### src/rtl/ntt_cmd_pkg.sv
// ntt_cmd_pkg: host opcodes, execute-kind encodings, command FSM states and
// the opcode decoder shared by the command receiver.
package ntt_cmd_pkg;

    // Word counter width: covers the largest data load, (2 << 15) - 1 words.
    localparam int CNT_W          = 17;
    // Default per-PE data address width (project-wide BRAM depth).
    localparam int BRAM_DEPTH_DEF = 8;

    localparam logic [4:0] OP_LD_PARAM = 5'b00001;
    localparam logic [4:0] OP_LD_TW    = 5'b00010;
    localparam logic [4:0] OP_LD_DATA  = 5'b00011;
    localparam logic [4:0] OP_NTT0     = 5'b00100;
    localparam logic [4:0] OP_NTT1     = 5'b01010;
    localparam logic [4:0] OP_PWM      = 5'b01100;
    localparam logic [4:0] OP_INTT     = 5'b00111;
    localparam logic [4:0] OP_READOUT  = 5'b01000;

    typedef enum logic [2:0] {
        KIND_NTT0    = 3'd0,
        KIND_NTT1    = 3'd1,
        KIND_PWM     = 3'd2,
        KIND_INTT    = 3'd3,
        KIND_READOUT = 3'd4
    } cmd_kind_t;

    typedef enum logic [1:0] {
        ST_IDLE     = 2'd0,
        ST_LD_PARAM = 2'd1,
        ST_LD_TW    = 2'd2,
        ST_LD_DATA  = 2'd3
    } state_t;

    typedef struct packed {
        logic      is_load;
        logic      is_exec;
        state_t    load_state;
        cmd_kind_t kind;
    } op_dec_t;

    // Unrecognised opcodes decode to neither load nor execute.
    function automatic op_dec_t decode_op(input logic [4:0] op);
        op_dec_t d;
        d.is_load    = 1'b0;
        d.is_exec    = 1'b0;
        d.load_state = ST_IDLE;
        d.kind       = KIND_NTT0;
        case (op)
            OP_LD_PARAM: begin d.is_load = 1'b1; d.load_state = ST_LD_PARAM; end
            OP_LD_TW:    begin d.is_load = 1'b1; d.load_state = ST_LD_TW;    end
            OP_LD_DATA:  begin d.is_load = 1'b1; d.load_state = ST_LD_DATA;  end
            OP_NTT0:     begin d.is_exec = 1'b1; d.kind = KIND_NTT0;         end
            OP_NTT1:     begin d.is_exec = 1'b1; d.kind = KIND_NTT1;         end
            OP_PWM:      begin d.is_exec = 1'b1; d.kind = KIND_PWM;          end
            OP_INTT:     begin d.is_exec = 1'b1; d.kind = KIND_INTT;         end
            OP_READOUT:  begin d.is_exec = 1'b1; d.kind = KIND_READOUT;      end
            default:     ;
        endcase
        return d;
    endfunction

endpackage

### src/rtl/ntt_cmd_rx_if.sv
// ntt_cmd_rx_if: host command bus plus parameter, twiddle, data and command
// outputs of the NTT command receiver. slave = receiver, master = host side.
interface ntt_cmd_rx_if #(
    parameter int DATA_W     = 32,
    parameter int PE_DEPTH   = 4,
    parameter int TW_AW      = 10,
    parameter int BRAM_DEPTH = 8
);
    logic [4:0]            OP_CODE;
    logic                  din_valid;
    logic [DATA_W-1:0]     din0;
    logic [3:0]            ring_depth;
    logic                  core_busy;

    logic [3:0]            pset;
    logic [DATA_W-1:0]     q;
    logic [DATA_W-1:0]     n_inv;
    logic                  param_valid;
    logic                  tw_we;
    logic [TW_AW-1:0]      tw_addr;
    logic [DATA_W-1:0]     tw_data;
    logic                  dat_we;
    logic [PE_DEPTH-1:0]   dat_pe;
    logic [BRAM_DEPTH-1:0] dat_addr;
    logic [DATA_W-1:0]     dat_data;
    logic                  cmd_start;
    logic [2:0]            cmd_kind;
    logic                  err;

    modport master (
        output OP_CODE, din_valid, din0, ring_depth, core_busy,
        input  pset, q, n_inv, param_valid, tw_we, tw_addr, tw_data,
               dat_we, dat_pe, dat_addr, dat_data, cmd_start, cmd_kind, err
    );

    modport slave (
        input  OP_CODE, din_valid, din0, ring_depth, core_busy,
        output pset, q, n_inv, param_valid, tw_we, tw_addr, tw_data,
               dat_we, dat_pe, dat_addr, dat_data, cmd_start, cmd_kind, err
    );
endinterface

### src/rtl/ntt_cmd_addrgen.sv
// ntt_cmd_addrgen: per-load word counter k. Maps k to a linear twiddle address
// (wrapping at 2^TW_AW) and to {pe, addr} for data loads, where the low
// PE_DEPTH bits pick the PE and the remaining bits form the BRAM address.
module ntt_cmd_addrgen
    import ntt_cmd_pkg::*;
#(
    parameter int PE_DEPTH   = 4,
    parameter int TW_AW      = 10,
    parameter int BRAM_DEPTH = BRAM_DEPTH_DEF
) (
    input  logic                  clk,
    input  logic                  reset,
    input  logic                  clr,
    input  logic                  inc,
    input  logic                  tw_mode,
    input  logic [3:0]            ring_depth,
    output logic [CNT_W-1:0]      k,
    output logic [TW_AW-1:0]      tw_addr,
    output logic [PE_DEPTH-1:0]   pe,
    output logic [BRAM_DEPTH-1:0] addr,
    output logic                  data_last
);
    logic [CNT_W-1:0] k_reg;
    logic [CNT_W-1:0] k_next;
    logic [CNT_W-1:0] last_k;
    logic             tw_wrap;

    assign last_k  = (CNT_W'(2) << ring_depth) - CNT_W'(1);
    assign tw_wrap = &k_reg[TW_AW-1:0];

    // Next count: clear on a new load, step per accepted word, twiddles wrap.
    always_comb begin
        k_next = k_reg;
        if (clr) begin
            k_next = '0;
        end else if (inc) begin
            if (tw_mode && tw_wrap) begin
                k_next = '0;
            end else begin
                k_next = k_reg + CNT_W'(1);
            end
        end
    end

    // Counter register.
    always_ff @(posedge clk or posedge reset) begin
        if (reset) begin
            k_reg <= '0;
        end else begin
            k_reg <= k_next;
        end
    end

    assign k         = k_reg;
    assign tw_addr   = k_reg[TW_AW-1:0];
    assign pe        = k_reg[PE_DEPTH-1:0];
    // k never exceeds (2 << ring_depth) - 1, so the upper bits are already
    // {k[ring_depth], k[ring_depth-1:PE_DEPTH]} and zero above that.
    assign addr      = BRAM_DEPTH'(k_reg >> PE_DEPTH);
    assign data_last = (k_reg == last_k);

endmodule

### src/rtl/ntt_cmd_rx.sv
// ntt_cmd_rx: host command receiver for the NTT core. Decodes opcodes, loads
// parameters / twiddles / polynomial data and issues execute pulses.
// Optional macro NTT_CMD_ERR_EN enables the sticky err flag; without it err
// is tied low and the detection logic is not built.
module ntt_cmd_rx
    import ntt_cmd_pkg::*;
#(
    parameter int DATA_W     = 32,
    parameter int PE_DEPTH   = 4,
    parameter int TW_AW      = 10,
    parameter int BRAM_DEPTH = BRAM_DEPTH_DEF
) (
    input logic         clk,
    input logic         reset,
    ntt_cmd_rx_if.slave bus
);
    op_dec_t               dec;
    logic                  exec_ok;
    logic                  op_taken;
    logic                  word;
    logic                  take_param;
    logic                  take_tw;
    logic                  take_data;
    state_t                state_reg;
    state_t                state_next;

    logic [CNT_W-1:0]      ag_k;
    logic [TW_AW-1:0]      ag_tw_addr;
    logic [PE_DEPTH-1:0]   ag_pe;
    logic [BRAM_DEPTH-1:0] ag_addr;
    logic                  ag_data_last;

    logic                  tw_we_next;
    logic [TW_AW-1:0]      tw_addr_next;
    logic [DATA_W-1:0]     tw_data_next;
    logic                  dat_we_next;
    logic [PE_DEPTH-1:0]   dat_pe_next;
    logic [BRAM_DEPTH-1:0] dat_addr_next;
    logic [DATA_W-1:0]     dat_data_next;
    logic                  cmd_start_next;
    cmd_kind_t             cmd_kind_next;
    logic [3:0]            pset_next;
    logic [DATA_W-1:0]     q_next;
    logic [DATA_W-1:0]     n_inv_next;
    logic                  param_valid_next;

    assign dec      = decode_op(bus.OP_CODE);
    assign exec_ok  = dec.is_exec & ~bus.core_busy;
    // A recognised opcode owns its cycle; a word presented alongside it is dropped.
    assign op_taken = dec.is_load | dec.is_exec;
    assign word     = bus.din_valid & ~op_taken;

    assign take_param = word && (state_reg == ST_LD_PARAM);
    assign take_tw    = word && (state_reg == ST_LD_TW);
    assign take_data  = word && (state_reg == ST_LD_DATA);

    ntt_cmd_addrgen #(
        .PE_DEPTH   (PE_DEPTH),
        .TW_AW      (TW_AW),
        .BRAM_DEPTH (BRAM_DEPTH)
    ) u_addrgen (
        .clk        (clk),
        .reset      (reset),
        .clr        (dec.is_load),
        .inc        (take_param | take_tw | take_data),
        .tw_mode    (state_reg == ST_LD_TW),
        .ring_depth (bus.ring_depth),
        .k          (ag_k),
        .tw_addr    (ag_tw_addr),
        .pe         (ag_pe),
        .addr       (ag_addr),
        .data_last  (ag_data_last)
    );

    // FSM state register.
    always_ff @(posedge clk or posedge reset) begin
        if (reset) begin
            state_reg <= ST_IDLE;
        end else begin
            state_reg <= state_next;
        end
    end

    // Next state: loads preempt anything, accepted executes abort, loads end on their last word.
    always_comb begin
        state_next = state_reg;
        if (dec.is_load) begin
            state_next = dec.load_state;
        end else if (exec_ok) begin
            state_next = ST_IDLE;
        end else if (take_param && (ag_k == CNT_W'(2))) begin
            state_next = ST_IDLE;
        end else if (take_data && ag_data_last) begin
            state_next = ST_IDLE;
        end
    end

    // Output decode: values the output registers take at the next edge.
    always_comb begin
        tw_we_next       = take_tw;
        tw_addr_next     = ag_tw_addr;
        tw_data_next     = bus.din0;
        dat_we_next      = take_data;
        dat_pe_next      = ag_pe;
        dat_addr_next    = ag_addr;
        dat_data_next    = bus.din0;
        cmd_start_next   = exec_ok;
        cmd_kind_next    = exec_ok ? dec.kind : KIND_NTT0;
        pset_next        = bus.pset;
        q_next           = bus.q;
        n_inv_next       = bus.n_inv;
        param_valid_next = bus.param_valid;
        if (dec.load_state == ST_LD_PARAM && dec.is_load) begin
            param_valid_next = 1'b0;
        end
        if (take_param) begin
            case (ag_k[1:0])
                2'd0:    pset_next  = bus.din0[3:0];
                2'd1:    q_next     = bus.din0;
                default: n_inv_next = bus.din0;
            endcase
            if (ag_k == CNT_W'(2)) begin
                param_valid_next = 1'b1;
            end
        end
    end

    // Output registers: one cycle from input sample to strobe.
    always_ff @(posedge clk or posedge reset) begin
        if (reset) begin
            bus.tw_we       <= 1'b0;
            bus.tw_addr     <= '0;
            bus.tw_data     <= '0;
            bus.dat_we      <= 1'b0;
            bus.dat_pe      <= '0;
            bus.dat_addr    <= '0;
            bus.dat_data    <= '0;
            bus.cmd_start   <= 1'b0;
            bus.cmd_kind    <= '0;
            bus.pset        <= '0;
            bus.q           <= '0;
            bus.n_inv       <= '0;
            bus.param_valid <= 1'b0;
        end else begin
            bus.tw_we       <= tw_we_next;
            bus.tw_addr     <= tw_addr_next;
            bus.tw_data     <= tw_data_next;
            bus.dat_we      <= dat_we_next;
            bus.dat_pe      <= dat_pe_next;
            bus.dat_addr    <= dat_addr_next;
            bus.dat_data    <= dat_data_next;
            bus.cmd_start   <= cmd_start_next;
            bus.cmd_kind    <= cmd_kind_next;
            bus.pset        <= pset_next;
            bus.q           <= q_next;
            bus.n_inv       <= n_inv_next;
            bus.param_valid <= param_valid_next;
        end
    end

`ifdef NTT_CMD_ERR_EN
    logic exec_drop;
    logic err_next;
    logic readout_reg;
    logic readout_next;

    assign exec_drop = dec.is_exec & bus.core_busy;

    // Error events; after an accepted READOUT, IDLE words are its handshake.
    always_comb begin
        readout_next = readout_reg;
        if (dec.is_load) begin
            readout_next = 1'b0;
        end else if (exec_ok) begin
            readout_next = (dec.kind == KIND_READOUT);
        end
        err_next = bus.err
                 | exec_drop
                 | (word && (state_reg == ST_IDLE) && !readout_reg)
                 | (take_tw && (&ag_tw_addr));
    end

    // Sticky error flag and READOUT window, cleared only by reset.
    always_ff @(posedge clk or posedge reset) begin
        if (reset) begin
            bus.err     <= 1'b0;
            readout_reg <= 1'b0;
        end else begin
            bus.err     <= err_next;
            readout_reg <= readout_next;
        end
    end
`else
    assign bus.err = 1'b0;
`endif

endmodule

### src/flat_wrapper.sv
// flat-port wrapper written by rule: the top's interface ports become plain ports
module ntt_cmd_rx_flat import ntt_cmd_pkg::*;
#(
    parameter int DATA_W     = 32,
    parameter int PE_DEPTH   = 4,
    parameter int TW_AW      = 10,
    parameter int BRAM_DEPTH = BRAM_DEPTH_DEF
)
  (clk, reset, bus_OP_CODE, bus_din_valid, bus_din0, bus_ring_depth, bus_core_busy, bus_pset, bus_q, bus_n_inv, bus_param_valid, bus_tw_we, bus_tw_addr, bus_tw_data, bus_dat_we, bus_dat_pe, bus_dat_addr, bus_dat_data, bus_cmd_start, bus_cmd_kind, bus_err);
  ntt_cmd_rx_if #(.DATA_W(DATA_W), .PE_DEPTH(PE_DEPTH), .TW_AW(TW_AW), .BRAM_DEPTH(BRAM_DEPTH)) bus_i ();
  input logic clk;
  input logic reset;
  input wire logic [$bits(bus_i.OP_CODE)-1:0] bus_OP_CODE;
  input wire logic [$bits(bus_i.din_valid)-1:0] bus_din_valid;
  input wire logic [$bits(bus_i.din0)-1:0] bus_din0;
  input wire logic [$bits(bus_i.ring_depth)-1:0] bus_ring_depth;
  input wire logic [$bits(bus_i.core_busy)-1:0] bus_core_busy;
  output wire logic [$bits(bus_i.pset)-1:0] bus_pset;
  output wire logic [$bits(bus_i.q)-1:0] bus_q;
  output wire logic [$bits(bus_i.n_inv)-1:0] bus_n_inv;
  output wire logic [$bits(bus_i.param_valid)-1:0] bus_param_valid;
  output wire logic [$bits(bus_i.tw_we)-1:0] bus_tw_we;
  output wire logic [$bits(bus_i.tw_addr)-1:0] bus_tw_addr;
  output wire logic [$bits(bus_i.tw_data)-1:0] bus_tw_data;
  output wire logic [$bits(bus_i.dat_we)-1:0] bus_dat_we;
  output wire logic [$bits(bus_i.dat_pe)-1:0] bus_dat_pe;
  output wire logic [$bits(bus_i.dat_addr)-1:0] bus_dat_addr;
  output wire logic [$bits(bus_i.dat_data)-1:0] bus_dat_data;
  output wire logic [$bits(bus_i.cmd_start)-1:0] bus_cmd_start;
  output wire logic [$bits(bus_i.cmd_kind)-1:0] bus_cmd_kind;
  output wire logic [$bits(bus_i.err)-1:0] bus_err;
  assign bus_i.OP_CODE = bus_OP_CODE;
  assign bus_i.din_valid = bus_din_valid;
  assign bus_i.din0 = bus_din0;
  assign bus_i.ring_depth = bus_ring_depth;
  assign bus_i.core_busy = bus_core_busy;
  assign bus_pset = bus_i.pset;
  assign bus_q = bus_i.q;
  assign bus_n_inv = bus_i.n_inv;
  assign bus_param_valid = bus_i.param_valid;
  assign bus_tw_we = bus_i.tw_we;
  assign bus_tw_addr = bus_i.tw_addr;
  assign bus_tw_data = bus_i.tw_data;
  assign bus_dat_we = bus_i.dat_we;
  assign bus_dat_pe = bus_i.dat_pe;
  assign bus_dat_addr = bus_i.dat_addr;
  assign bus_dat_data = bus_i.dat_data;
  assign bus_cmd_start = bus_i.cmd_start;
  assign bus_cmd_kind = bus_i.cmd_kind;
  assign bus_err = bus_i.err;
  ntt_cmd_rx #(.DATA_W(DATA_W), .PE_DEPTH(PE_DEPTH), .TW_AW(TW_AW), .BRAM_DEPTH(BRAM_DEPTH)) u_core (.clk(clk), .reset(reset), .bus(bus_i));
endmodule
### config.mk
export PLATFORM = sky130hd
export DESIGN_NAME = ntt_cmd_rx_flat
export DESIGN_NICKNAME = d
export VERILOG_FILES = /design/src/rtl/ntt_cmd_pkg.sv /design/src/rtl/ntt_cmd_rx_if.sv /design/src/rtl/ntt_cmd_addrgen.sv /design/src/rtl/ntt_cmd_rx.sv /design/src/flat_wrapper.sv
export SDC_FILE = /design/constraint.sdc
export NUM_CORES = 1
export LEC_CHECK = 0
export ABC_AREA = 1
export CAP_MARGIN = 5
export CORE_UTILIZATION = 40
export CTS_CLUSTER_SIZE = 30
export DETAILED_ROUTE_END_ITERATION = 7
export DONT_BUFFER_PORTS = 1
export SETUP_SLACK_MARGIN = 0.3
export SYNTH_ARGS = -nofsm -noshare
export SYNTH_HDL_FRONTEND = slang
export SYNTH_SLANG_ARGS = --single-unit
### constraint.sdc
create_clock -name clk -period 5.8 [get_ports clk]
set_input_delay 1.16 -clock clk [delete_from_list [all_inputs] [get_ports clk]]
set_output_delay 1.16 -clock clk [all_outputs]
set_load 0.02 [all_outputs]
## Word level (Yosys, flattened, before mapping)

Index checks and enable logic that the tools add are counted.

| storage, ports and cells | value |
|---|---|
| output and inout bits | 162 |
| bits of input ports | 45 |
| logic and storage cells | 72 |
| register bits after elaboration | 148 |

| operators by class | value |
|---|---|
| eq/ne operators | 15 |
| bitwise gates (word level) | 8 |
| shift-type cells | 1 |
| multiplexer cells | 15 |
| $add $sub $neg | 2 |
| reduce and logical (&&, ||, !) cells | 17 |

Operator list:

| kind | number |
|---|---|
| 2-to-1 mux 17 bit | 3 |
| adder 17 x 1 -> 17 bit (second input constant) | 1 |
| equality test 17 bit | 1 |
| equality test 17 x 2 -> 1 bit (second input constant) | 1 |
| left shift 2 x 4 -> 17 bit (first input constant) | 1 |
| subtractor 17 x 2 -> 17 bit (second input constant) | 1 |
| equality test 5 x 4 -> 1 bit (second input constant) | 3 |
| case mux 3 bit (4 select lines) | 1 |
| equality test 5 x 2 -> 1 bit (second input constant) | 2 |
| equality test 5 x 3 -> 1 bit (second input constant) | 2 |
| AND reduction 10 bit | 1 |
| 2-to-1 mux 2 bit | 4 |
| logical AND 1 bit | 7 |
| equality test 2 x 1 -> 1 bit (second input constant) | 3 |
| case mux 2 bit (3 select lines) | 1 |
| AND reduction 2 bit | 3 |
| equality test 5 x 1 -> 1 bit (second input constant) | 1 |
| 2-to-1 mux 1 bit | 5 |
| OR reduction 5 bit | 1 |
| equality test 2 bit (second input constant) | 2 |
| nonzero test 4 bit | 1 |
| 2-to-1 mux 3 bit | 1 |
| inverter 1 bit | 3 |
| OR 1 bit | 3 |
| other kinds (5) | 6 |

## Logic depth before layout (Yosys ltp)

| depth | value |
|---|---|
| word-level depth | 12 |
| depth in mapped cells | 16 |
| mapped depth without buffers | 15 |

## Modules after synthesis

From an unflattened synthesis, not the netlist that was laid out.

| second synthesis, totals | value |
|---|---|
| cells, all modules | 718 |
| area, all modules | 6436.2 um2 |

Modules (own cells, without submodules):

| module | seq. area each (um2) | times used | area each (um2) | cells each |
|---|---|---|---|---|
| ntt_cmd_rx | 3278.1 | 1 | 4792.1 | 457 |
| ntt_cmd_addrgen | 425.4 | 1 | 1644.1 | 261 |

## Worst setup path before layout

No wires, ideal clock.

| timing | value |
|---|---|
| path type | in2reg |
| start point | in bus_ring_depth[1] |
| end point | reg u_core.state_reg[0] |
| stages on the path | 16 |
| slack | 3.046 ns |
| path buffers | 1 |
| setup time | 0.119 ns |
| required time | 5.681 ns |
| arrival | 2.635 ns |
| cells stage by stage | buf_2 -> nor2_1 -> nand2_1 -> ha_1 -> inv_1 -> nand2_1 -> nand2_1 -> inv_1 -> nand2_1 -> nand2_1 -> nor2_1 -> nand3_1 -> nor2_1 -> nand4_1 -> nand3_1 -> nand2_1 |

| between the ends | value |
|---|---|
| cells in the longest elaborated chain, start to end | 5 |

RTL lines:

| what | line | source |
|---|---|---|
| from (decl) | flat_wrapper.sv:16 | `input wire logic [$bits(bus_i.ring_depth)-1:0] bus_ring_depth;` |
| left shift 2 x 4 -> 17 bit | ntt_cmd_addrgen.sv:28 | `assign last_k = (CNT_W'(2) << ring_depth) - CNT_W'(1);` |
| subtractor 17 x 2 -> 17 bit | ntt_cmd_addrgen.sv:28 |  |
| equality test 17 bit | ntt_cmd_addrgen.sv:60 | `assign data_last = (k_reg == last_k);` |
| logical AND 1 bit | ntt_cmd_rx.sv:93 | `end else if (take_data && ag_data_last) begin` |
| nonzero test 4 bit (no source line) | - |  |
| to (signal assigned) | ntt_cmd_rx.sv:80 | `state_reg <= state_next;` |
| to (decl) | ntt_cmd_rx.sv:24 | `state_t state_reg;` |

No other way between the ends.
A chain may end at the register's enable or synchronous reset.

## Worst setup path after layout

| timing | value |
|---|---|
| start point | in bus_OP_CODE[3] |
| end point | reg u_core.bus.q[16] |

| between the ends | value |
|---|---|
| cells in the longest elaborated chain, start to end | 8 |
| elaborated cells on any way between the ends | 17 |
| those cells by class | 8 x eq/ne; 2 x mux; 3 x bitwise; 4 x reduce/logical |

RTL lines:

| what | line | source |
|---|---|---|
| from (decl) | flat_wrapper.sv:13 | `input wire logic [$bits(bus_i.OP_CODE)-1:0] bus_OP_CODE;` |
| equality test 5 x 3 -> 1 bit, or another cell as far along | ntt_cmd_pkg.sv:48 | `case (op)` |
| OR reduction 5 bit (no source line) / OR reduction 3 bit (equally long branches) | - |  |
| 2-to-1 mux 1 bit | ntt_cmd_pkg.sv:48 |  |
| OR 1 bit (*) | ntt_cmd_rx.sv:50 | `assign op_taken = dec.is_load \| dec.is_exec;` |
| inverter 1 bit (*) | ntt_cmd_rx.sv:51 | `assign word = bus.din_valid & ~op_taken;` |
| bitwise AND 1 bit (*) | ntt_cmd_rx.sv:51 |  |
| logical AND 1 bit (*) | ntt_cmd_rx.sv:53 | `assign take_param = word && (state_reg == ST_LD_PARAM);` |
| AND reduction 2 bit (no source line) (*) | - |  |
| to (signal assigned) | ntt_cmd_rx.sv:155 | `bus.q <= q_next;` |
| to (decl) | ntt_cmd_rx_if.sv:38 | `output pset, q, n_inv, param_valid, tw_we, tw_addr, tw_data,` |

Mark *: on every way between the ends. The rest lies on a longest branch, timed or not.

==> results.py <==
metrics = {
    "setup_path": {
        "cp-end-kind": "register",
        "cpMaxStageDelayCell": "nand2_4",
        "critical_path_class": "in2reg",
        "crit_path_frequent_cell": "nor2_4",
        "critPathArrivalTime_ps": 2760,
        "reg2reg_to": "u_core.bus.n_inv[9]",
        "reg2reg_from": "u_core.u_addrgen.k[1]",
        "cp_max_fo": 64,
        "worstPathCellList": "inv_1 -> nor2_1 -> nand3_1 -> nand3_2 -> nor2_4 -> nand2_2 -> nor2_4 -> nand2_4 -> nand2_1 -> o21ai_2",
        "start_kind": "input pin",
        "slowest_delay_ps": 450,
        "r2r_cells": 6,
        "worstPathRequired_ps": 6070,
        "rrSetupSlack_ps": 3730,
    },
    "timing": {
        "fmax_mhz": 402,
        "worst_pin_slew_ps": 861,
        "setup_viol": 0,
        "fin_setup_tns_ps": 0,
        "period_share": 0.429,
        "fin_crit_ps": 2490,
        "finClkSkew_ps": 18.4,
        "slew_headroom": 0.426,
        "maxSlewViolCount": 0,
        "rsz0062_at_grt": "no",
        "final-hold-violation-count": 0,
    },
    "drt": {
        "route.detailed.drc": 0,
        "via_per_inst": 5.00,
        "drt_iter0_markers": 328,
        "routedWlPerCell_um": 15.8,
        "vias": 4291,
        "dr.pass1.iters": 5,
        "wl_um": 13600,
        "ant_nets": 0,
    },
    "layout": {
        "area_growth_pct": 5.85,
        "top_regs": "u_core.bus.n_inv x32, u_core.bus.q x32, u_core.bus.tw_data x32",
        "diodes": 0,
        "fill_cells": 1478,
        "drive_gt1_frac": 0.182,
        "design_area_um2": 6720,
        "final_net_count": 684,
    },
    "clock_tree": {
        "root_buffer": "clkbuf_16",
        "cts_resized": 0,
        "cts_tree": "done",
        "h-tree-depth": 4,
        "cts_buffers": 17,
        "postCtsSetupRepairBufs": 0,
        "clk_latency_ps": 420,
        "cts_hold_buf": 0,
        "path_clk_slew_ps": 60,
        "cts_max_path_buffers": 2,
        "cts.sinks": 138,
    },
    "synthesis": {
        "yosysTopAreaCell": "dfrtp_1",
        "synth_cell_types": 30,
        "seq_area_frac_synth": 0.544,
        "synth_area_leaders": "dfrtp_1, nand2_1, o21ai_2, buf_4, inv_1",
        "ys_seq_elements": 138,
        "syn_avg_cell_area_um2": 9.44,
        "netlist_area_um2": 6350,
        "synth_top_area_share": 0.544,
        "ys_warn_count": 0,
        "postSynthCellCount": 673,
        "syn-num-nets": 723,
    },
    "floorplan": {
        "core_um2": 15400,
        "pin_count": 207,
        "die-area_um2": 16400,
        "start_util": 0.413,
        "rows": 45,
        "die_w_um": 128,
        "die_h_um": 128,
    },
    "flow_run": {
        "cap_viol_max_count": 0,
    },
    "outcome": {
        "outcome": "completed",
    },
    "global_routing": {
        "antenna_found_initial": 0,
        "first_global_vias": 4147,
        "grt_pass1_wl_um": 21500,
        "grt-ovfl-total": 0,
        "grtUsageTotal": 0.171,
        "grt_max_degree": 91,
    },
    "min_path": {
        "hold_end": "u_core.bus.tw_addr[0]",
        "hold_depth": 0,
        "worstHoldStart": "u_core.u_addrgen.k[0]",
        "hp-class": "reg2reg",
    },
    "pwr": {
        "power_density_nw_per_um2": 501,
        "vdd_drop_max_v": 0.000219,
        "cellLeakagePower_uw": 0.00337,
    },
    "place": {
        "gp_congestion": 0.887,
        "placed_area_um2": 6140,
        "io_buffers": 0,
        "hpwl_um": 9700,
    },
}
-- final cells by class --
type | instances | area (um^2) | area share
clock buffers | 19 | 443 | 0.0659
clock inverters | 13 | 143 | 0.0212
inverters | 90 | 343 | 0.0510
multi-input cells | 386 | 2070 | 0.308
flip-flops and latches | 138 | 3450 | 0.514
well taps | 211 | 264 | 0.0393
repair buffers | 1 | 7.51 | 0.00112
-- cells in the mapped netlist --
cell type / n
buf_4: 43
nor3_1: 6
nand2_2: 4
dfrtp_1: 138
o21ai_2: 63
nor2_2: 4
nor2_4: 3
buf_6: 14
inv_2: 3
ha_1: 5
clkinv_1: 1
nor4_1: 2
nand2_4: 2
nand3_1: 41
buf_2: 2
inv_1: 86
nor2_1: 36
o21ai_1: 8
a31oi_1: 1
nand4_1: 14
nand2_1: 162
xor2_1: 2
a21oi_1: 13
nand3_2: 3
nor3_2: 1
nand3_4: 1
o21ai_0: 11
conb_1: 1
a21oi_2: 1
a21boi_1: 2
-- cell usage in the layout, fill, tap and decap left out, types with 2 or more instances in the layout --
cell	count
nand2_1	162
dfrtp_1	138
inv_1	85
o21ai_2	63
nand3_1	41
nor2_1	36
clkbuf_16	17
nand4_1	14
a21oi_1	13
o21ai_0	11
o21ai_1	8
nor3_1	6
ha_1	5
nor2_2	4
nand2_2	4
inv_6	4
inv_2	3
nand3_2	3
nor2_4	3
clkinv_2	3
clkinv_4	3
nand2_4	2
nor4_1	2
xor2_1	2
a21boi_1	2
clkinvlp_4	2
bufinv_16	2
-- worst max-delay path, delay by kind of cell --
family | cells | cell delay, ps
AO/OA/AOI/OAI | 1 | 70
AND/OR/NAND/NOR | 8 | 1380
buffers and inverters | 1 | 70
-- power breakdown --
group,leakage [uW],switching [uW],internal (uW)
registers,0.00176,581,1230
logic,0.00133,298,200
clock network,0.000284,408,647
total,0.00337,1290,2080
-- cell families (layout without fill, tap and decap cells) --
family | after synthesis | count (layout) | share of synthesized area
AOI/OAI and AO/OA | 99 | 99 | 0.117
xor gates and xnor gates | 2 | 2 | 0.00276
adders and majority gates | 5 | 5 | 0.00985
buffers and inverters | 149 | 123 | 0.130
DFF | 138 | 138 | 0.544
other | 1 | 1 | 0.000591
and+or+nand+nor | 279 | 279 | 0.196
-- metal layers --
layer	wire length (um)	vias up	track usage
met5	0	-	0
li1	-	2015	-
met2	6420	219	0.272
met1	5690	2035	0.210
met3	1220	22	0.0634
met4	229	0	0.0727
-- worst max-delay path by stage --
stage	from	endpoint	slack (ps)
after floorplan	reset	u_core.bus.cmd_kind[0]	940
after global placement	bus_OP_CODE[3]	u_core.bus.q[15]	2930
after detailed placement	bus_OP_CODE[3]	u_core.bus.q[16]	2870
after CTS	bus_OP_CODE[3]	u_core.bus.q[16]	3300
after global routing	bus_ring_depth[0]	u_core.state_reg[0]	3070
final	bus_OP_CODE[3]	u_core.bus.q[16]	3310
-- through the flow --
stage / setup slack [ps] / std cells / utilization / hold slack (ps) / power, uW
6_report: 3310 / 858 / 0.437 / 494 / 3370
5_1_grt: 3070 / 858 / 0.437 / 513 / 3550
4_1_cts: 3300 / 858 / 0.437 / 501 / 3410
3_5_place_dp: 2870 / 826 / 0.399 / 483 / 2340
3_3_place_gp: 2930 / 826 / 0.399 / 484 / 2320
2_1_floorplan: 944 / 673 / - / 414 / 2220
(Power assumes the default switching activity.)
==> RTL edit (config.mk and constraints unchanged) <==
Set the package constant `BRAM_DEPTH_DEF` to 16 (it was 8).
--- a/src/rtl/ntt_cmd_pkg.sv
+++ b/src/rtl/ntt_cmd_pkg.sv
@@ -5,7 +5,7 @@
     // Word counter width: covers the largest data load, (2 << 15) - 1 words.
     localparam int CNT_W          = 17;
     // Default per-PE data address width (project-wide BRAM depth).
-    localparam int BRAM_DEPTH_DEF = 8;
+    localparam int BRAM_DEPTH_DEF = 16;
 
     localparam logic [4:0] OP_LD_PARAM = 5'b00001;
     localparam logic [4:0] OP_LD_TW    = 5'b00010;
Ports: changed (resized bus_dat_addr); port bits go from 207 to 215. No check against the original RTL was run, so the function may have changed too.
==> RTL edit against the unedited design <==
Worst hold slack worse by 76 ps. Global-route usage up 0.54 points. Maximum frequency down 5.6%. Critical endpoint is now u_core.bus.n_inv[21]. Setup slack worse by 150 ps. Cell area up 2.2%. Critical path type unchanged. Via count up 2.3%. Core utilization down 0.48 points. Largest power group unchanged. Area after synthesis up 2.3%. Combinational power down 4%. Power up 0.16%. Sequential cell count up 5. Wire length up 7.0%.
==> RTL edit: results (changes against the unedited design) <==
| Metric | Value |
|---|---|
| Layout fillers | `1,593 (+7.8%)` |
| Worst min-delay path startpoint | `u_core.u_addrgen.k[16]` |
| M3 GR Usage | `5.62% (-0.73 points)` |
| Synth Area in Adders | `0.963% (-0.022 points)` |
| Worst hold slack | `417 ps (-76.3 ps)` |
| Stages on worst setup path | `11 (+1)` |
| Met2 WL | `7230 um (+13%)` |
| Largest net degree at the start of global routing | `89 (-2.2%)` |
| Clock share of power | `32.4% (+1.1 points)` |
| M1 WL | `5600 um (-1.6%)` |
| Total number of vias | `4,390 (+2.3%)` |
| Post-Route WL | `14,500 um (+7.0%)` |
| Synth unique cells | `29 (-3.3%)` |
| Maximum clock frequency | `380 MHz (-5.6%)` |
| Post-Syn Instances | `696 (+3.4%)` |
| Share of layout cells above drive strength 1 | `14.9% (-3.4 points)` |
| Reg2Reg Setup Slack | `3530 ps (-200 ps)` |
| Worst Hold End | `u_core.bus.dat_addr[12]` |
| Leakage power total | `3.40 nW (+0.81%)` |
| Worst Setup EP | `u_core.bus.n_inv[21]` |
| Reg2Reg Depth | `8 (+2)` |
| Multi-input gate area in the final layout | `2100 um2 (+1.6%)` |
| Xor/xnor cell area share of the yosys netlist | `0.674% (+0.40 points)` |
| Area post-placement | `6270 um2 (+2.2%)` |
| Routed wire length on met3 | `1350 um (+11%)` |
| Synth Area in Compound Gates | `11.1% (-0.57 points)` |
| Arrival time worst endpoint | `2960 ps (+200 ps)` |
| Status | `complete, no violations` |
| Post-Place Worst Slack | `2750 ps (-126 ps)` |
| Commonest cells post-synth | `nand2_1, dfrtp_1, inv_1` |
| Clock skew | `8.45 ps (-9.92 ps)` |
| Post-synthesis sequential area ratio | `55.1% (+0.69 points)` |
| HPWL after DPL | `10,600 um (+8.9%)` |
| Met1 GRT Util | `20.2% (-0.81 points)` |
[RTL edit: changes by cell type after synthesis, sizes merged, moves of 2 or more]
cell | before | now
a21oi | 14 | 16
nand3 | 45 | 34
nand2 | 168 | 182
a21boi | 2 | 0
inv | 89 | 81
clkbuf | 0 | 2
nor4 | 2 | 4
nor3 | 7 | 12
dfrtp | 138 | 143
xor2 | 2 | 5
buf | 59 | 64
o21ai | 82 | 87
nand3b | 0 | 2
[RTL edit: final cells by class]
| type | instances | share of cell area (%) |
|---|---|---|
| multi-input combinational | 408 | 30.6 |
| inverter | 82 | 4.57 |
| sequential | 143 | 52.1 |
| timing repair buffer | 1 | 0.109 |
| tap | 216 | 3.93 |
| clock buffer | 20 | 6.36 |
| clock inverter | 12 | 2.35 |
[RTL edit: worst reg2reg max path, delay by kind of cell (launching register included)]
family	cells	cell delay (ps)
AOI/OAI and AO/OA	3	390
adders and majority gates	1	250
buffers and inverters	1	170
DFF	1	470
and+or+nand+nor	3	850
